`src/rtl/prio_encoder_hs.sv`:
```
// Registered priority encoder with valid/ready on both sides.
// One output register, pass-through backpressure, saturating multi-hot error counter.
module prio_encoder_hs #(
    parameter int IN_W      = 8,
    parameter int OUT_W     = $clog2(IN_W),
    parameter bit MSB_FIRST = 1'b1,
    parameter int ERR_W     = 8
) (
    input  logic             clk,
    input  logic             rst_n,
    input  logic             enable,
    input  logic [IN_W-1:0]  in_vec,
    input  logic             in_valid,
    output logic             in_ready,
    output logic [OUT_W-1:0] out_idx,
    output logic             out_zero,
    output logic             out_multi,
    output logic             out_valid,
    input  logic             out_ready,
    input  logic             err_clr,
    output logic [ERR_W-1:0] err_cnt
);

    logic [OUT_W-1:0] out_idx_q, out_idx_d;
    logic             out_zero_q, out_zero_d;
    logic             out_multi_q, out_multi_d;
    logic             out_valid_q, out_valid_d;
    logic [ERR_W-1:0] err_cnt_q, err_cnt_d;

    logic [OUT_W-1:0] enc_idx;
    logic             enc_zero;
    logic             enc_multi;
    logic             accept;
    logic             consume;

    // Scan in reverse priority order so the last hit seen is the winner.
    always_comb begin
        int pos;
        pos       = 0;
        enc_idx   = '0;
        enc_zero  = 1'b1;
        enc_multi = 1'b0;
        for (int i = 0; i < IN_W; i++) begin
            pos = MSB_FIRST ? i : (IN_W - 1 - i);
            if (in_vec[pos]) begin
                if (!enc_zero) begin
                    enc_multi = 1'b1;
                end
                enc_zero = 1'b0;
                enc_idx  = OUT_W'(pos);
            end
        end
    end

    // Gated by rst_n so the block never advertises readiness while held in reset.
    assign in_ready = rst_n & enable & (~out_valid_q | out_ready);
    assign accept   = in_valid & in_ready;
    assign consume  = out_valid_q & out_ready;

    always_comb begin
        out_idx_d   = out_idx_q;
        out_zero_d  = out_zero_q;
        out_multi_d = out_multi_q;
        out_valid_d = out_valid_q;
        if (accept) begin
            out_idx_d   = enc_idx;
            out_zero_d  = enc_zero;
            out_multi_d = enc_multi;
            out_valid_d = 1'b1;
        end else if (consume) begin
            out_valid_d = 1'b0;
        end
    end

    always_comb begin
        err_cnt_d = err_cnt_q;
        if (err_clr) begin
            err_cnt_d = '0;
        end else if (accept && enc_multi && (err_cnt_q != {ERR_W{1'b1}})) begin
            err_cnt_d = err_cnt_q + 1'b1;
        end
    end

    always_ff @(posedge clk or negedge rst_n) begin
        if (!rst_n) begin
            out_idx_q   <= '0;
            out_zero_q  <= 1'b0;
            out_multi_q <= 1'b0;
            out_valid_q <= 1'b0;
            err_cnt_q   <= '0;
        end else begin
            out_idx_q   <= out_idx_d;
            out_zero_q  <= out_zero_d;
            out_multi_q <= out_multi_d;
            out_valid_q <= out_valid_d;
            err_cnt_q   <= err_cnt_d;
        end
    end

    assign out_idx   = out_idx_q;
    assign out_zero  = out_zero_q;
    assign out_multi = out_multi_q;
    assign out_valid = out_valid_q;
    assign err_cnt   = err_cnt_q;

endmodule

```
`config.mk`:
```
export PLATFORM = sky130hd
export DESIGN_NAME = prio_encoder_hs
export DESIGN_NICKNAME = d
export VERILOG_FILES = /design/src/rtl/prio_encoder_hs.sv
export SDC_FILE = /design/constraint.sdc
export NUM_CORES = 1
export LEC_CHECK = 0
export ABC_AREA = 1
export CAP_MARGIN = 30
export CORE_MARGIN = 1.5
export CORE_UTILIZATION = 50
export CTS_BUF_LIST = sky130_fd_sc_hd__clkbuf_4
export DETAILED_ROUTE_END_ITERATION = 10
export GPL_TIMING_DRIVEN = 0
export PLACE_DENSITY = 0.85
export SLEW_MARGIN = 30
export SYNTH_ARGS = -nofsm -noshare
export SYNTH_HDL_FRONTEND = slang
export SYNTH_SLANG_ARGS = --single-unit
```
`constraint.sdc`:
```
create_clock -name clk -period 4.2 [get_ports clk]
set_clock_uncertainty 0.1 [all_clocks]
set_input_delay 0.42 -clock clk [delete_from_list [all_inputs] [get_ports clk]]
set_output_delay 0.42 -clock clk [all_outputs]
set_load 0.01 [all_outputs]
```
==> out/qor.log, run 1 <==
qor: worst_setup_path.worstPathArrival 2.17 ns
qor: timing.holdWs 0.3869 ns
qor: power.power_report.internal_total 223.4 uW
qor: worst_setup_path.required 3.68 ns
qor: final_layout.layout-drive-gt1-share 0.1161
qor: worst_setup_path.worst-setup-path-type in -> out
qor: clock_tree.cts_made_buffers 3
qor: worst_hold_path.hp-class reg -> reg
qor: power.switching_power 89.52 uW
qor: floorplan.ioPinCount 29
qor: power.power_switching_share 0.2860
qor: clock_tree.clock_tree.root_cell sky130_fd_sc_hd__clkbuf_4
qor: logic_synthesis.muxShareOfSynthArea 0
qor: floorplan.floorplan_die_width 45.18 um
qor: logic_synthesis.post_synth_inst_count 124
qor: logic_synthesis.synth-edff-count 0
qor: global_routing.grt_max_degree 16
qor: logic_synthesis.syn_nets 139
qor: global_routing.global_route_wire_length_before_repair 3325 um
qor: logic_synthesis.post_synth_num_cell_types 25
qor: power.vdd_drop_max 0.1494 mV
qor: route.wl_per_cell 10.88 um
qor: route.drt_pass_1_iters 4
qor: logic_synthesis.synth-compound-area-share 0.05767
qor: floorplan.placement_rows 15
qor: outcome.run_status complete, no violations
qor: global_routing.global_route.usage.total 0.2211
qor: flow_run.drv.max_cap_violation_count 0
qor: worst_setup_path.element_type_at_the_critical_path_end output pin
qor: clock_tree.post_cts.repair.setup_buffers 0
qor: logic_synthesis.synth_fa_ha_area_frac 0.01406
qor: final_layout.layout-area-overhead-vs-synth 35.72%
qor: logic_synthesis.ys_ff_latch 14
qor: timing.maxSlewHeadroom 0.5698
qor: power.finalPower 313.0 uW
qor: timing.timing.setup.tns 0 ns
qor: final_layout.instances_no_fill 172
qor: final_layout.final_cell_area 0.001207 sq mm
qor: logic_synthesis.synth_xor_area_frac 0.02954
qor: timing.hold_viol 0
qor: worst_setup_path.worstRegToRegCells 8
qor: power.leakagePower 0.0005954 uW
qor: logic_synthesis.synth_top_flop_cell sky130_fd_sc_hd__dfrtp_1
qor: timing.slew_violations 0
qor: logic_synthesis.synthesis.area 889.6 sq um
qor: final_layout.antenna-diode-count 0
qor: logic_synthesis.synth_top_family_by_area simple AND/OR/NAND/NOR gates
qor: place.gpl.final_weighted_congestion 0.8221
qor: power.clock_power_share 0.242
qor: route.routed_wl 1872 um
qor: floorplan.fp.dieArea 0.002041 sq mm
qor: worst_hold_path.min-delay-start out_multi
qor: place.detailed_place_hpwl 1506 um
qor: floorplan.core_area 0.001689 sq mm
qor: final_layout.layout_net_count 171
qor: clock_tree.clock_insertion_delay_worst_skew 0.27 ns
qor: clock_tree.cts_num_sinks 14
qor: global_routing.vias_in_the_first_global_route 819
qor: power.share_comb_of_total_power 0.263
qor: clock_tree.cts_hold_buf 0
qor: place.placedInstanceArea 0.001181 sq mm
qor: logic_synthesis.synth_largest_area_cell sky130_fd_sc_hd__dfrtp_1
qor: timing.post-route-min-period 2.689 ns
qor: power.power_frac_seq 0.496
qor: timing.timing.final.crit_share 0.6403
qor: global_routing.grt_antenna_before_repair 0
qor: route.drtIter0Drc 20
qor: clock_tree.ctsHtreeMaxLevel 1
qor: timing.rsz0062_at_grt no
qor: floorplan.fp.dieH 45.18 um
qor: logic_synthesis.synth_simple_gate_area_frac 0.4219
qor: clock_tree.path_clk_slew 0.08 ns
qor: timing.fmaxAchievable 371.8 MHz
qor: clock_tree.tritoncts built
qor: clock_tree.cts_buffer_depth 2
qor: global_routing.total_gr_overflow 0
qor: worst_setup_path.crit-reg2reg-launch err_cnt[0]
qor: worst_setup_path.setup.reg_to_reg.worst_slack 2.56 ns
qor: route.route.antenna.remaining_nets 0
qor: worst_setup_path.timing.critical_path.fanout_max 15
qor: logic_synthesis.post-synth-top-area-fraction 0.3938
qor: worst_setup_path.critPathLaunch rst_n
qor: logic_synthesis.ys_seq_area_frac 0.3938
qor: logic_synthesis.synthesized_area_divided_by_synthesized_cell_count 7.174 sq um
qor: worst_setup_path.reg2reg_to err_cnt[7]
qor: place.place.port_buffers 27
qor: logic_synthesis.share_of_flip_flops_with_an_asynchronous_set_or_reset 1.000
qor: worst_setup_path.cp-start-kind input pin
qor: timing.setup_viol 0
qor: timing.worst_pin_slew 0.6432 ns
qor: worst_setup_path.critPathCapture in_ready
qor: route.routed_via_density 5.047
qor: place.post_placement_cell_count 168
qor: logic_synthesis.synthesis.yosys.warnings 0
qor: route.route.vias.total 868
qor: floorplan.initial_utilization 0.5267
qor: power.pwr_density_cell 259.2 mW/mm^2
qor: clock_tree.post_cts_resized 0
qor: route.drc 0
qor: logic_synthesis.synth_top_cells_by_area sky130_fd_sc_hd__dfrtp_1, sky130_fd_sc_hd__nand2_1, sky130_fd_sc_hd__nor2_1
layout by cell type, fill, tap and decap left out:
master | netlist | routed
sky130_fd_sc_hd__buf_2 | 1 | 1
sky130_fd_sc_hd__nand3_2 | 1 | 1
sky130_fd_sc_hd__nand3_1 | 11 | 11
sky130_fd_sc_hd__clkinv_1 | 1 | 2
sky130_fd_sc_hd__nand2_1 | 40 | 40
sky130_fd_sc_hd__ha_1 | 1 | 1
sky130_fd_sc_hd__o21bai_1 | 1 | 1
sky130_fd_sc_hd__clkbuf_4 | 0 | 3
sky130_fd_sc_hd__nor2_2 | 2 | 2
sky130_fd_sc_hd__dfrtp_1 | 14 | 14
sky130_fd_sc_hd__o21a_1 | 1 | 1
sky130_fd_sc_hd__clkdlybuf4s50_1 | 0 | 27
sky130_fd_sc_hd__nor3_4 | 1 | 1
sky130_fd_sc_hd__a21oi_1 | 1 | 1
sky130_fd_sc_hd__nand2_2 | 3 | 3
sky130_fd_sc_hd__nor2_1 | 15 | 15
sky130_fd_sc_hd__nand3_4 | 1 | 1
sky130_fd_sc_hd__o21ai_0 | 5 | 5
sky130_fd_sc_hd__clkinv_4 | 1 | 1
sky130_fd_sc_hd__nor2_4 | 1 | 1
sky130_fd_sc_hd__nor3_1 | 2 | 2
sky130_fd_sc_hd__or2_1 | 1 | 1
sky130_fd_sc_hd__xor2_1 | 3 | 3
sky130_fd_sc_hd__nand2_4 | 1 | 1
sky130_fd_sc_hd__inv_1 | 12 | 12
sky130_fd_sc_hd__inv_2 | 3 | 3
sky130_fd_sc_hd__a31oi_1 | 1 | 1
metal layers:
| layer | GRT usage | wire length [um] | vias to the layer above |
|---|---|---|---|
| li1 | - | - | 452 |
| met5 | 0 | 0 | - |
| met1 | 0.2965 | 833 | 398 |
| met2 | 0.3714 | 971 | 16 |
| met4 | 0.05294 | 14 | 0 |
| met3 | 0.03600 | 52 | 2 |
worst min-delay path by stage:
stage,to,slack (ns),cells past startpoint
final,out_multi,0.39,2
after global routing,out_multi,0.41,2
after CTS,out_multi,0.40,2
after detailed placement,out_multi,0.37,2
after global placement,out_multi,0.36,2
after floorplan,err_cnt[0],0.02,0
power by group through the flow:
stage | clock network, uW | logic (uW) | registers [uW]
finish | 75.7 | 82.2 | 155
floorplan | 0 | 31.7 | 162
global placement | 0 | 80.8 | 157
global route | 84.2 | 93.2 | 157
CTS | 77.3 | 83.1 | 155
detailed placement | 0 | 82.8 | 158
sequential cells by signal, summed over array words and instances (netlist names):
name       count
out_multi      1
out_idx        3
out_zero       1
out_valid      1
err_cnt        8
cells in the mapped netlist, types with 2 or more instances:
master / instances
sky130_fd_sc_hd__nor2_1: 15
sky130_fd_sc_hd__nand3_1: 11
sky130_fd_sc_hd__nor3_1: 2
sky130_fd_sc_hd__nand2_1: 40
sky130_fd_sc_hd__inv_1: 12
sky130_fd_sc_hd__inv_2: 3
sky130_fd_sc_hd__nand2_2: 3
sky130_fd_sc_hd__nor2_2: 2
sky130_fd_sc_hd__dfrtp_1: 14
sky130_fd_sc_hd__o21ai_0: 5
sky130_fd_sc_hd__xor2_1: 3
through the flow:
stage          setup slack [ns]  utilization
4_1_cts                   1.463       0.7148
3_5_place_dp              1.471       0.6993
5_1_grt                   1.305       0.7148
3_3_place_gp              1.477       0.6993
6_report                  1.511       0.7148
2_1_floorplan             2.676            -
kinds of logic (layout without fill, tap and decap cells):
logic type | Yosys count | count (layout)
buf+inv | 18 | 49
flops | 14 | 14
xor+xnor | 3 | 3
simple gates | 79 | 79
compound gates | 9 | 9
fa+ha+maj | 1 | 1
critical path, stage by stage:
cell	delay [ns]
sky130_fd_sc_hd__clkdlybuf4s50_1	0.88
sky130_fd_sc_hd__nand2_1	0.15
sky130_fd_sc_hd__nor2_2	0.16
sky130_fd_sc_hd__clkdlybuf4s50_1	0.55
cell type report:
class / instances / area [sq um]
inverter: 17 / 68.82
buffer: 1 / 5.005
clock inverter: 1 / 3.754
fill: 129 / 481.7
sequential: 14 / 350.3
tap: 17 / 21.27
clock buffer: 3 / 22.52
multi-input combinational: 92 / 465.4
timing repair buffer: 27 / 270.3
Power figures use the tool's default switching activity.
==> inputs of run 2 (changes only) <==
--- a/config.mk
+++ b/config.mk
@@ -8,11 +8,11 @@
 export ABC_AREA = 1
 export CAP_MARGIN = 30
 export CORE_MARGIN = 1.5
-export CORE_UTILIZATION = 50
+export CORE_UTILIZATION = 47
 export CTS_BUF_LIST = sky130_fd_sc_hd__clkbuf_4
 export DETAILED_ROUTE_END_ITERATION = 10
 export GPL_TIMING_DRIVEN = 0
-export PLACE_DENSITY = 0.85
+export PLACE_DENSITY = 0.8
 export SLEW_MARGIN = 30
 export SYNTH_ARGS = -nofsm -noshare
 export SYNTH_HDL_FRONTEND = slang
==> constraint.sdc (replaced) <==
create_clock -name clk -period 2.7 [get_ports clk]
set_clock_uncertainty 0.1 [all_clocks]
set_input_delay 0.27 -clock clk [delete_from_list [all_inputs] [get_ports clk]]
set_output_delay 0.27 -clock clk [all_outputs]
set_load 0.01 [all_outputs]
==> out/qor.log, run 2 (synthesized netlist as in run 1, its figures left out) <==
qor: global_routing.grt_use_met3 0.05098 [+0.01498]
qor: clock_tree.ctsHtreeMaxLevel 1 [unchanged]
qor: timing.timing.final.crit_share 0.8817
qor: floorplan.fp.dieH 46.51 um [+2.9%]
qor: timing.maxSlewHeadroom 0.5547 [-0.01519]
qor: global_routing.grt_antenna_before_repair 0 [unchanged]
qor: timing.hold_viol 0 [unchanged]
qor: power.finalPower 490.0 uW [+57%]
qor: worst_setup_path.timing.critical_path.fanout_max 15 [unchanged]
qor: floorplan.ioPinCount 29 [unchanged]
qor: timing.holdWs 0.2770 ns [-0.1099 ns]
qor: power.pwr_density_cell 402.5 mW/mm^2 [+55%]
qor: route.wl_per_cell 10.41 um [-4.3%]
qor: clock_tree.cts_made_buffers 3 [unchanged]
qor: clock_tree.tritoncts built
qor: clock_tree.clock_insertion_delay_worst_skew 0.28 ns [about the same]
qor: worst_setup_path.crit_path_frequent_cell sky130_fd_sc_hd__clkdlybuf4s50_1
qor: power.power_switching_share 0.2904 [+0.004389]
qor: global_routing.use_met1 0.2705 [-0.02595]
qor: global_routing.global_route_wire_length_before_repair 3243 um [-2.5%]
qor: global_routing.grt_max_degree 16 [unchanged]
qor: worst_hold_path.hp-class in -> reg
qor: clock_tree.cts_hold_buf 0 [unchanged]
qor: power.clock_power_share 0.246 [+0.004]
qor: floorplan.placement_rows 15 [unchanged]
qor: global_routing.global_route.peak_usage_layer met2
qor: clock_tree.path_clk_slew 0.08 ns [about the same]
qor: worst_setup_path.required 2.33 ns [-1.35 ns]
qor: clock_tree.post_cts_resized 0 [unchanged]
qor: floorplan.core_area 0.001745 sq mm [+3.3%]
qor: power.power_frac_seq 0.491 [-0.005]
qor: route.route.antenna.remaining_nets 0 [unchanged]
qor: power.vdd_drop_max 0.2490 mV [+67%]
qor: worst_setup_path.worst-setup-path-type in -> out
qor: clock_tree.post_cts.repair.setup_buffers 0 [unchanged]
qor: place.place.port_buffers 27 [unchanged]
qor: timing.setup_viol 0 [unchanged]
qor: flow_run.drv.max_cap_violation_count 0 [unchanged]
qor: power.share_comb_of_total_power 0.263 [about the same]
qor: route.drt_pass_1_iters 4 [unchanged]
qor: worst_setup_path.slowest_stage sky130_fd_sc_hd__clkdlybuf4s50_1
qor: clock_tree.cts_buffer_depth 2 [unchanged]
qor: worst_setup_path.worst-path-buf-inv 2 [unchanged]
qor: global_routing.globalRouteMet2Util 0.3472 [-0.02421]
qor: global_routing.global_route.usage.total 0.2115 [-0.009653]
qor: final_layout.final_common_cell sky130_fd_sc_hd__nand2_1
qor: timing.rsz0062_at_grt no
qor: route.routed_wl 1874 um [+0.11%]
qor: final_layout.layout-area-overhead-vs-synth 36.85%
qor: place.detailed_place_hpwl 1477 um [-1.9%]
qor: floorplan.fp.dieArea 0.002163 sq mm [+6.0%]
qor: timing.worst_pin_slew 0.6659 ns [+0.02271 ns]
qor: final_layout.layout_net_count 171 [unchanged]
qor: timing.slew_violations 0 [unchanged]
qor: outcome.run_status complete, no violations
qor: worst_setup_path.list_of_cells_traversed_by_the_critical_path clkdlybuf4s50_1 > nand2_1 > nor2_2 > clkdlybuf4s50_1
qor: timing.post-route-min-period 2.381 ns
qor: worst_hold_path.min_delay_path_depth 4 [+2]
qor: timing.timing.final.ws_setup 0.3194 ns [-1.191 ns]
qor: place.gpl.final_weighted_congestion 0.8205 [-0.19%]
qor: timing.timing.setup.tns 0 ns [unchanged]
qor: final_layout.antenna-diode-count 0 [unchanged]
qor: final_layout.layout-drive-gt1-share 0.1161 [unchanged]
qor: clock_tree.clock_tree.root_cell sky130_fd_sc_hd__clkbuf_4
qor: clock_tree.cts_num_sinks 14 [unchanged]
qor: power.power_report.internal_total 347.7 uW [+56%]
qor: power.switching_power 142.3 uW [+59%]
qor: route.drc 0 [unchanged]
qor: route.routed_via_density 4.911 [-2.7%]
qor: route.route.vias.total 884 [+1.8%]
qor: route.drtIter0Drc 13 [-35%]
qor: global_routing.vias_in_the_first_global_route 762 [-7.0%]
qor: worst_setup_path.worstRegToRegCells 8 [unchanged]
qor: final_layout.largest_reg_flops 8 [unchanged]
qor: worst_setup_path.critical_path_depth 4 [unchanged]
qor: worst_setup_path.crit_path_max_incr_delay 0.90 ns [+0.02 ns]
qor: floorplan.initial_utilization 0.5097 [-0.01699]
qor: worst_setup_path.worstPathArrival 2.01 ns [-0.16 ns]
qor: power.leakagePower 0.0005954 uW [unchanged]
qor: final_layout.final_cell_mix sky130_fd_sc_hd__nand2_1, sky130_fd_sc_hd__clkdlybuf4s50_1, sky130_fd_sc_hd__nor2_1, sky130_fd_sc_hd__dfrtp_1, sky130_fd_sc_hd__inv_1
qor: timing.fmaxAchievable 420.1 MHz
qor: worst_setup_path.cp-start-kind input pin
qor: floorplan.floorplan_die_width 46.51 um [+2.9%]
qor: worst_setup_path.element_type_at_the_critical_path_end output pin
qor: global_routing.total_gr_overflow 0 [unchanged]
qor: worst_setup_path.critical-path-top-delay-family buffers and inverters
qor: place.place_ws 0.2646 ns [-1.206 ns]
qor: final_layout.fillCellCount 156 [+21%]
run 2: worst paths after layout:
path                       slack, ns  startpoint         end
setup / recovery                0.32       rst_n    in_ready
hold / removal                  0.28     err_clr  err_cnt[1]
setup reg to reg                1.05  err_cnt[0]  err_cnt[0]
hold reg to reg                 0.38   out_multi   out_multi
max in group asynchronous       1.78       rst_n  err_cnt[3]
min in group asynchronous       0.29       rst_n  err_cnt[2]
run 2: layer usage:
layer | share of wire | vias to the layer above
met1 | 0.46 | 403
met5 | 0 | -
met3 | 0.057 | 4
met2 | 0.48 | 26
met4 | 0.0091 | 0
li1 | - | 451
run 2: area by class of cell:
type                       count  area, sq um  area share
clock inverter                 1        3.754    0.003083
buffer                         1        5.005    0.004111
timing repair buffer          27        270.3      0.2220
sequential                    14        350.3      0.2878
inverter                      17        68.82     0.05653
tap                           25        31.28     0.02569
multi-input combinational     92        465.4      0.3823
clock buffer                   3        22.52     0.01850
run 2: tightest hold or removal path: stages:
cell and delay [ns]:
sky130_fd_sc_hd__buf_2 0.19, sky130_fd_sc_hd__nor2_1 0.07, sky130_fd_sc_hd__nand2_1 0.05, sky130_fd_sc_hd__nand2_1 0.04
run 2: power by group through the flow:
stage / logic (uW) / registers [uW] / clock network, uW
after floorplan: 49.2 / 252 / 0
after global placement: 126 / 244 / 0
after detailed placement: 130 / 245 / 0
after CTS: 130 / 241 / 124
after global routing: 143 / 243 / 135
final: 129 / 241 / 121
run 2: metrics by stage:
stage / cell area, sq um / std cells / utilization
2_1_floorplan: 889.6 / 124 / -
3_3_place_gp: 1191 / 176 / 0.6824
3_5_place_dp: 1191 / 176 / 0.6824
4_1_cts: 1217 / 180 / 0.6975
5_1_grt: 1217 / 180 / 0.6975
6_report: 1217 / 180 / 0.6975
==> inputs of run 3 (changes only) <==
--- a/config.mk
+++ b/config.mk
@@ -13,6 +13,7 @@
 export DETAILED_ROUTE_END_ITERATION = 10
 export GPL_TIMING_DRIVEN = 0
 export PLACE_DENSITY = 0.8
+export SKIP_CTS_REPAIR_TIMING = 1
 export SLEW_MARGIN = 30
 export SYNTH_ARGS = -nofsm -noshare
 export SYNTH_HDL_FRONTEND = slang
==> constraint.sdc (replaced) <==
create_clock -name clk -period 2.4 [get_ports clk]
set_clock_uncertainty 0.1 [all_clocks]
set_input_delay 0.24 -clock clk [delete_from_list [all_inputs] [get_ports clk]]
set_output_delay 0.24 -clock clk [all_outputs]
set_load 0.01 [all_outputs]
==> out/qor.log, run 3 (synthesized netlist as in run 1, its figures left out) <==
qor: route.route.vias.total 885 [+0.11%]
qor: timing.timing.final.ws_setup 0.6338 ns [+0.3144 ns]
qor: timing.timing.final.crit_share 0.7359
qor: power.vdd_drop_max 0.2801 mV [+13%]
qor: timing.maxSlewHeadroom 0.5750 [+0.02031]
qor: place.place_ws 0.02465 ns [-0.2400 ns]
qor: floorplan.initial_utilization 0.5097 [unchanged]
qor: floorplan.fp.dieArea 0.002163 sq mm [unchanged]
qor: timing.fmaxAchievable 566.2 MHz
qor: final_layout.final_common_cell sky130_fd_sc_hd__nand2_1
qor: global_routing.total_gr_overflow 0 [unchanged]
qor: power.leakagePower 0.0006087 uW [+2.2%]
qor: worst_setup_path.timing.critical_path.fanout_max 2 [-13]
qor: route.routed_wl 1916 um [+2.2%]
qor: timing.holdWs 0.2448 ns [-0.03216 ns]
qor: place.detailed_place_hpwl 1477 um [unchanged]
qor: clock_tree.cts_buffer_depth 2 [unchanged]
qor: floorplan.fp.dieH 46.51 um [unchanged]
qor: power.power_report.internal_total 392.1 uW [+13%]
qor: global_routing.global_route_wire_length_before_repair 3243 um [unchanged]
qor: worst_setup_path.cp-start-kind input pin
qor: route.drtIter0Drc 15 [+2]
qor: timing.timing.setup.tns 0 ns [unchanged]
qor: floorplan.placement_rows 15 [unchanged]
qor: power.switching_power 163.4 uW [+15%]
qor: worst_setup_path.crit_path_frequent_cell sky130_fd_sc_hd__clkdlybuf4s50_1
qor: global_routing.grt_max_degree 16 [unchanged]
qor: clock_tree.cts_made_buffers 3 [unchanged]
qor: place.place.port_buffers 27 [unchanged]
qor: clock_tree.clock_insertion_delay_worst_skew 0.28 ns [about the same]
qor: route.wl_per_cell 10.59 um [+1.7%]
qor: place.gpl.final_weighted_congestion 0.8205 [unchanged]
qor: timing.post-route-min-period 1.766 ns
qor: final_layout.largest_reg_flops 8 [unchanged]
qor: timing.hold_viol 0 [unchanged]
qor: worst_setup_path.element_type_at_the_critical_path_end output pin
qor: place.placedInstanceArea 0.001191 sq mm [unchanged]
qor: clock_tree.ctsHtreeMaxLevel 1 [unchanged]
qor: worst_setup_path.crit_path_max_incr_delay 0.55 ns [-0.35 ns]
qor: floorplan.core_area 0.001745 sq mm [unchanged]
qor: power.power_switching_share 0.2941 [+0.003708]
qor: timing.worst_pin_slew 0.6355 ns [-0.03047 ns]
qor: route.route.antenna.remaining_nets 0 [unchanged]
qor: outcome.run_status complete, no violations
qor: route.routed_via_density 4.890 [-0.44%]
qor: final_layout.layout-drive-gt1-share 0.1154 [-0.0007444]
qor: clock_tree.cts_num_sinks 14 [unchanged]
qor: flow_run.drv.max_cap_violation_count 0 [unchanged]
qor: final_layout.antenna-diode-count 0 [unchanged]
qor: global_routing.global_route.usage.total 0.2115 [unchanged]
qor: worst_setup_path.list_of_cells_traversed_by_the_critical_path clkdlybuf4s50_1 > nor2_1 > nor2_2 > clkdlybuf4s50_1
qor: timing.slew_violations 0 [unchanged]
qor: final_layout.final_cell_area 0.001230 sq mm [+1.0%]
qor: timing.setup_viol 0 [unchanged]
qor: route.drc 0 [unchanged]
qor: power.clock_power_share 0.248 [+0.002]
qor: global_routing.grt_antenna_before_repair 0 [unchanged]
qor: power.share_comb_of_total_power 0.263 [about the same]
qor: global_routing.vias_in_the_first_global_route 762 [unchanged]
qor: route.drt_pass_1_iters 4 [unchanged]
qor: power.pwr_density_cell 451.6 mW/mm^2 [+12%]
qor: clock_tree.path_clk_slew 0.08 ns [about the same]
qor: worst_setup_path.required 2.06 ns [-0.27 ns]
qor: floorplan.floorplan_die_width 46.51 um [unchanged]
qor: worst_hold_path.hp-class in -> reg
qor: worst_setup_path.critical-path-top-delay-family buffers and inverters
qor: worst_setup_path.slowest_stage sky130_fd_sc_hd__clkdlybuf4s50_1
qor: clock_tree.clock_tree.root_cell sky130_fd_sc_hd__clkbuf_4
qor: worst_setup_path.worst-path-buf-inv 2 [unchanged]
qor: final_layout.final_cell_mix sky130_fd_sc_hd__nand2_1, sky130_fd_sc_hd__clkdlybuf4s50_1, sky130_fd_sc_hd__nor2_1, sky130_fd_sc_hd__dfrtp_1, sky130_fd_sc_hd__inv_1
qor: floorplan.ioPinCount 29 [unchanged]
qor: power.power_frac_seq 0.488 [-0.003]
qor: clock_tree.tritoncts built
qor: worst_setup_path.worst-setup-path-type in -> out
qor: final_layout.fillCellCount 151 [-3.2%]
qor: worst_setup_path.worstPathArrival 1.43 ns [-0.58 ns]
qor: final_layout.layout_net_count 172 [+0.58%]
qor: final_layout.layout-area-overhead-vs-synth 38.26%
qor: timing.rsz0062_at_grt no
[run 3: changes by cell type in the layout (fill, tap and decap cells not counted), sizes merged]
cell	change
dlygate4sd3	+1
clkdlybuf4s50	-1
dlymetal6s2s	+1
[run 3: through the flow]
step / cells / total power, uW / utilization
5_1_grt: 181 / 588.7 / 0.7047
2_1_floorplan: 124 / 338.9 / -
3_5_place_dp: 176 / 421.5 / 0.6824
4_1_cts: 180 / 556.7 / 0.6975
3_3_place_gp: 176 / 416.6 / 0.6824
6_report: 181 / 555.5 / 0.7047
[run 3: routing by layer]
layer  up-vias  track usage  wire (um)
met5         -            0          0
met4         0      0.06857          8
met3         2      0.05098        109
met2        29       0.3472        919
met1       402       0.2705        878
li1        452            -          -
[run 3: path summary, 6_finish.rpt]
kind | startpoint | cells after the start | slack (ns) | end
min in group asynchronous | rst_n | 2 | 0.46 | out_idx[0]
worst max register to register | err_cnt[0] | 8 | 0.75 | err_cnt[0]
worst max-delay path | out_ready | 4 | 0.63 | in_ready
worst min register to register | out_multi | 2 | 0.39 | out_multi
max in group asynchronous | rst_n | 2 | 1.34 | err_cnt[3]
worst min-delay path | err_clr | 4 | 0.24 | err_cnt[1]
[run 3: area by class of cell]
| cell class | instances | area (sq um) | area share |
|---|---|---|---|
| inverters | 17 | 68.82 | 0.05595 |
| well taps | 25 | 31.28 | 0.02543 |
| flip-flops and latches | 14 | 350.3 | 0.2848 |
| multi-input cells | 92 | 465.4 | 0.3784 |
| plain buffers | 1 | 5.005 | 0.004069 |
| repair buffers | 28 | 282.8 | 0.2299 |
| clock inverters | 1 | 3.754 | 0.003052 |
| clock buffers | 3 | 22.52 | 0.01831 |
[run 3: power by group through the flow]
stage               Combinational [uW]  Sequential (uW)  Clock, uW
floorplan                         55.4              283          0
global placement                   142              275          0
detailed placement                 146              276          0
CTS                                146              271        139
global route                       163              273        152
finish                             146              271        138
[run 3: worst min-delay path: stages]
cell                      delay, ns
sky130_fd_sc_hd__buf_2         0.19
sky130_fd_sc_hd__nor2_1        0.07
sky130_fd_sc_hd__nand2_1       0.05
sky130_fd_sc_hd__nand2_1       0.04
